File: config.mk
export PLATFORM = sky130hd
export DESIGN_NAME = fetch_unit
export DESIGN_NICKNAME = d
export VERILOG_FILES = /design/src/rtl/fetch_unit_pkg.sv /design/src/rtl/fetch_unit_pc_reg.sv /design/src/rtl/fetch_unit.sv
export SDC_FILE = /design/constraint.sdc
export NUM_CORES = 1
export LEC_CHECK = 0
export ABC_CLOCK_PERIOD_IN_PS = 4100
export CORE_ASPECT_RATIO = 0.7
export CORE_MARGIN = 2
export CORE_UTILIZATION = 30
export CTS_CLUSTER_SIZE = 12
export DETAILED_ROUTE_END_ITERATION = 8
export PLACE_DENSITY = 0.63
export REMOVE_ABC_BUFFERS = 1
export SYNTH_ARGS = -nofsm -noshare
export SYNTH_HDL_FRONTEND = slang
export SYNTH_SLANG_ARGS = --single-unit
File: constraint.sdc
create_clock -name clk -period 4.1 [get_ports clk]
set_input_delay 0.41 -clock clk [delete_from_list [all_inputs] [get_ports clk]]
set_output_delay 0.41 -clock clk [all_outputs]
set_load 0.02 [all_outputs]
File: src/rtl/fetch_unit_pkg.sv
// Shared definitions for the fetch stage: HALT encoding, opcode field
// location, default reset PC and the fetch FSM state type.
package fetch_unit_pkg;

    localparam int unsigned OPCODE_MSB = 31;
    localparam int unsigned OPCODE_LSB = 26;
    localparam int unsigned OPCODE_WIDTH = OPCODE_MSB - OPCODE_LSB + 1;

    localparam logic [OPCODE_WIDTH-1:0] DEFAULT_HALT_OPCODE = 6'b111111;
    localparam logic [31:0] DEFAULT_RESET_PC = 32'h0;

    typedef enum logic {
        RUN    = 1'b0,
        HALTED = 1'b1
    } fetch_state_t;

    // Extracts the opcode field from an instruction word.
    function automatic logic [OPCODE_WIDTH-1:0] get_opcode(input logic [31:0] word);
        return word[OPCODE_MSB:OPCODE_LSB];
    endfunction

endpackage

File: src/rtl/fetch_unit_pc_reg.sv
// Program counter register: asynchronous reset to RESET_PC, load of a
// redirect target, otherwise increment when asked or hold.
module pc_reg
    import fetch_unit_pkg::*;
#(
    parameter int unsigned ADDR_WIDTH = 32,
    parameter logic [ADDR_WIDTH-1:0] RESET_PC = ADDR_WIDTH'(DEFAULT_RESET_PC)
) (
    input  logic                  clk,
    input  logic                  rst_n,
    input  logic                  load,
    input  logic [ADDR_WIDTH-1:0] load_value,
    input  logic                  inc,
    output logic [ADDR_WIDTH-1:0] pc
);

    // Load wins over increment; with neither asserted the PC holds.
    always_ff @(posedge clk or negedge rst_n) begin
        if (!rst_n) begin
            pc <= RESET_PC;
        end else if (load) begin
            pc <= load_value;
        end else if (inc) begin
            pc <= pc + ADDR_WIDTH'(1);
        end
    end

endmodule

File: src/rtl/fetch_unit.sv
// Fetch stage: presents the PC to instruction memory, captures the returned
// word into IF/ID, detects HALT and counts captured instructions.
module fetch_unit
    import fetch_unit_pkg::*;
#(
    parameter int unsigned ADDR_WIDTH = 32,
    parameter logic [ADDR_WIDTH-1:0] RESET_PC = ADDR_WIDTH'(DEFAULT_RESET_PC),
    parameter logic [OPCODE_WIDTH-1:0] HALT_OPCODE = DEFAULT_HALT_OPCODE
) (
    input  logic                  clk,
    input  logic                  rst_n,
    input  logic                  stall,
    input  logic                  redirect_valid,
    input  logic [ADDR_WIDTH-1:0] redirect_pc,
    output logic [ADDR_WIDTH-1:0] inst_add,
    input  logic [31:0]           inst,
    output logic [31:0]           if_id_inst,
    output logic [ADDR_WIDTH-1:0] if_id_pc,
    output logic                  if_id_valid,
    output logic                  halted,
    output logic [31:0]           fetch_count
);

    fetch_state_t state;
    fetch_state_t next_state;

    logic [ADDR_WIDTH-1:0] pc;
    logic                  is_halt;
    logic                  capture;
    logic                  pc_inc;

    assign is_halt  = (get_opcode(inst) == HALT_OPCODE);
    assign inst_add = pc;
    assign halted   = (state == HALTED);

    pc_reg #(
        .ADDR_WIDTH (ADDR_WIDTH),
        .RESET_PC   (RESET_PC)
    ) u_pc_reg (
        .clk        (clk),
        .rst_n      (rst_n),
        .load       (redirect_valid),
        .load_value (redirect_pc),
        .inc        (pc_inc),
        .pc         (pc)
    );

    // FSM state register.
    always_ff @(posedge clk or negedge rst_n) begin
        if (!rst_n) begin
            state <= RUN;
        end else begin
            state <= next_state;
        end
    end

    // Next state and fetch controls; redirect outranks stall, stall outranks normal fetch.
    always_comb begin
        next_state = state;
        capture    = 1'b0;
        pc_inc     = 1'b0;
        unique case (state)
            RUN: begin
                if (!redirect_valid && !stall) begin
                    capture = 1'b1;
                    if (is_halt) begin
                        next_state = HALTED;
                    end else begin
                        pc_inc = 1'b1;
                    end
                end
            end
            HALTED: begin
                if (redirect_valid) begin
                    next_state = RUN;
                end
            end
            default: begin
                next_state = RUN;
            end
        endcase
    end

    // IF/ID register and fetch counter; HALT is handed on once, then valid drops.
    always_ff @(posedge clk or negedge rst_n) begin
        if (!rst_n) begin
            if_id_inst  <= 32'h0;
            if_id_pc    <= '0;
            if_id_valid <= 1'b0;
            fetch_count <= 32'h0;
        end else if (redirect_valid) begin
            if_id_valid <= 1'b0;
        end else if (capture) begin
            if_id_inst  <= is_halt ? {HALT_OPCODE, 26'b0} : inst;
            if_id_pc    <= pc;
            if_id_valid <= 1'b1;
            fetch_count <= fetch_count + 32'd1;
        end else if (!stall) begin
            if_id_valid <= 1'b0;
        end
    end

endmodule

==> summary.md <==
| Metric | Value |
|---|---|
| Status | finished, final reports clean |
| GR Overflow Total | 0 |
| Cell variety after synth | 36 |
| CTS Hold Bufs | 0 |
| Max-cap violations | 0 |
| Post-synth EDFFs | 0 |
| Final Hold Slack | approximately 0.12 ns |
| Cell Area, Synth | a little under 0.006 mm2 |
| Post-route clock period utilization | 58.5% |
| Setup violations, final | 0 |
| Post-synth top flop | dfrtp_1 |
| # fillers | 1840 |
| Met1 GRT Util | 26.1% |
| Clk buf depth | 2 |
| CTS Sinks | between 100 and 150 |
| Worst Skew | roughly 0.0082 ns |
| Static Leak | around 0.0038 uW |
| CP Capture Type | flip-flop |
| Arr. time, crit path | around 2.7 ns |
| Num ports | ~200 |
| Worst-Skew Late Latency | 0.42 ns |
| DR vias/cell | about 4.7 |
| RSZ-0062 raised after global routing | no |
| Sequential element share of the synthesized area | 55.9% |
| Area Growth Syn to Fin | 48.9% |
| Cell accounting for the most synthesized area | dfrtp_1 |
| Hold crit path type | in2async |
| H-tree levels | 4 |
| Post-CTS sizing | 0 |
| Clk root buf | clkbuf_16 |
| Crit path max fanout | 31 |
| Synth Register Bits | 130 |
| Worst Tran Pin Value | roughly 0.96 ns |
| Final ANT Viol Nets | 0 |
| Avg Inst Size Synth | ~9.3 um2 |
| M3 GR Usage | 6.84% |
| GRT busiest layer | met1 |
| Area of the die | slightly above 0.02 mm2 |
| Pre-Repair DR Iteration Count | 7 |
| Fin area | approximately 0.0087 mm2 |
| Routed wire length per instance | between 15 and 20 um |
| Yosys top cell area share | 55.9% |
| Total power | 3900 uW |
| Synth warnings | 0 |
| Die H | 121 um |
| Pwr dens | between 400 and 500 mW/mm2 |
| Via count | between 5000 and 6000 |
| Number of setup buffers added after CTS | 0 |
| Ant diodes | 0 |
| CTS tree | built |
| Layout Nets | between 800 and 900 |
| Top post-synthesis cells by area | dfrtp_1, nand2_1, xnor2_1 |
| Initial antenna violation count | 0 |
| Rel. slew slack | 36.0% |
| CTS Buf Count | 17 |
| GR Layer Usage met2 | between 20% and 30% |
| VDD IR max | about 0.22 mV |
| Most frequent cell after synthesis | nand2_1 |
| Drt total wl | 17500 um |
| CP Launch Type | input pin |
| Share of layout cells above drive strength 1 | 6.50% |
| Critical Path RT | between 4 and 5 ns |
| Global-route wire length before repair | about 28000 um |
| Fmax | ~420 MHz |
| Crit path kind | in2reg |
| Cell area after placement | between 0.008 and 0.009 mm2 |
| DRC | 0 |
| Vias in the first global route | 5023 |
| Multi-input gate area | roughly 0.0024 mm2 |
| Die Wd | ~170 um |
| Reg area | between 0.003 and 0.004 mm2 |
| 1st-iter DRT viols | around 340 |
| Number of I/O port buffers | between 150 and 200 |
| Post-synthesis cell count | between 600 and 700 |
| Post-synth top cells | nand2_1, dfrtp_1, nand3_1 |
| Core area | between 0.015 and 0.02 mm2 |
| End-of-flow core utilization | about 46% |
| Placer Congestion | 0.766 |
| Final count of pins violating max slew | 0 |
| Final hold vios | 0 |
| Total track usage | 17.8% |
| R2R setup slack | approximately 1.8 ns |
| Clock transition at the registers of the reported paths | about 0.060 ns |
| Initial Utilization | a little under a third |
| Min Tclk post-route | approximately 2.4 ns |
| Setup TNS Final | 0 ns |
| Pin count of the biggest net entering global routing | between 100 and 150 |
| Row cnt | between 40 and 50 |
| Dpl hpwl | approximately 12000 um |
| Ys async rst share | 100% |
path summary, 6_finish.rpt:
kind / from / endpoint / cells past startpoint
worst max-delay path: stall / fetch_count[19]$_DFFE_PN0P_ / 7
worst min-delay path: rst_n / if_id_pc[5]$_DFFE_PN0P_ / 1
worst max register to register: halted$_DFF_PN0_ / fetch_count[19]$_DFFE_PN0P_ / 6
worst min register to register: if_id_inst[7]$_DFFE_PN0P_ / if_id_inst[7]$_DFFE_PN0P_ / 2
max in group asynchronous: rst_n / if_id_inst[5]$_DFFE_PN0P_ / 2
min in group clk: redirect_valid / halted$_DFF_PN0_ / 2
critical path, stage by stage:
cell and delay, ns:
clkdlybuf4s50_1 0.54, or3_2 0.56, buf_4 0.28, nor3_1 0.36, and3b_1 0.30, nand3_1 0.11
xnor2_1 0.13
power breakdown:
| group | internal (uW) | switching [uW] | total (uW) |
|---|---|---|---|
| logic | 386 | 422 | 808 |
| clock network | 866 | 657 | 1520 |
| registers | 1420 | 142 | 1570 |
| total | 2680 | 1220 | 3900 |
final cells by class:
class,instances,area share [%]
Timing Repair Buffer,207,23.6
Multi-Input combinational cell,460,28.2
Sequential cell,130,37.5
Inverter,2,0.0866
Clock inverter,15,1.92
Clock buffer,17,4.91
Tap cell,264,3.81
layout by cell type (no fill, tap or decap), types with 3 or more instances in the layout:
cell type | netlist | layout
nand4_1 | 23 | 23
or4_1 | 3 | 3
dfrtp_1 | 130 | 130
inv_8 | 0 | 4
o311ai_0 | 4 | 4
and2_1 | 6 | 6
xnor2_1 | 34 | 34
nor3_1 | 8 | 8
and4_1 | 5 | 5
nor2_1 | 13 | 13
and3_1 | 15 | 15
nor4_1 | 6 | 6
o21ai_0 | 18 | 18
nand3_1 | 52 | 52
clkdlybuf4s50_1 | 0 | 195
buf_4 | 0 | 10
nand2_1 | 218 | 218
mux2_2 | 4 | 4
a21oi_1 | 4 | 4
inv_6 | 0 | 5
xor2_1 | 18 | 18
o211ai_1 | 4 | 4
o21ai_1 | 6 | 6
clkbuf_16 | 0 | 17
clkinvlp_4 | 0 | 3
through the flow:
stage          worst slack, ns  std cells
2_1_floorplan           -0.172        592
3_3_place_gp              1.30       1063
3_5_place_dp              1.24       1063
4_1_cts                   1.69       1095
5_1_grt                   1.52       1095
6_report                  1.70       1095
kinds of logic (layout without fill, tap and decap cells):
logic type / after synthesis / in the layout / synth area share, %
buf+inv: 34 / 241 / 2.28
fa+ha+maj: 2 / 2 / 0.430
simple gates: 359 / 359 / 28.1
mux: 5 / 5 / 0.946
flops: 130 / 130 / 55.9
xor+xnor: 52 / 52 / 7.83
compound gates: 42 / 42 / 4.54
routing by layer:
layer  wire [um]  share of wire (%)  vias to the layer above
met5           0                  0                        -
met3        1530                8.7                       12
li1            -                  -                     2489
met4         122               0.70                        0
met2        7120                 41                      177
met1        8770                 50                     2466
Power figures use the tool's default switching activity.
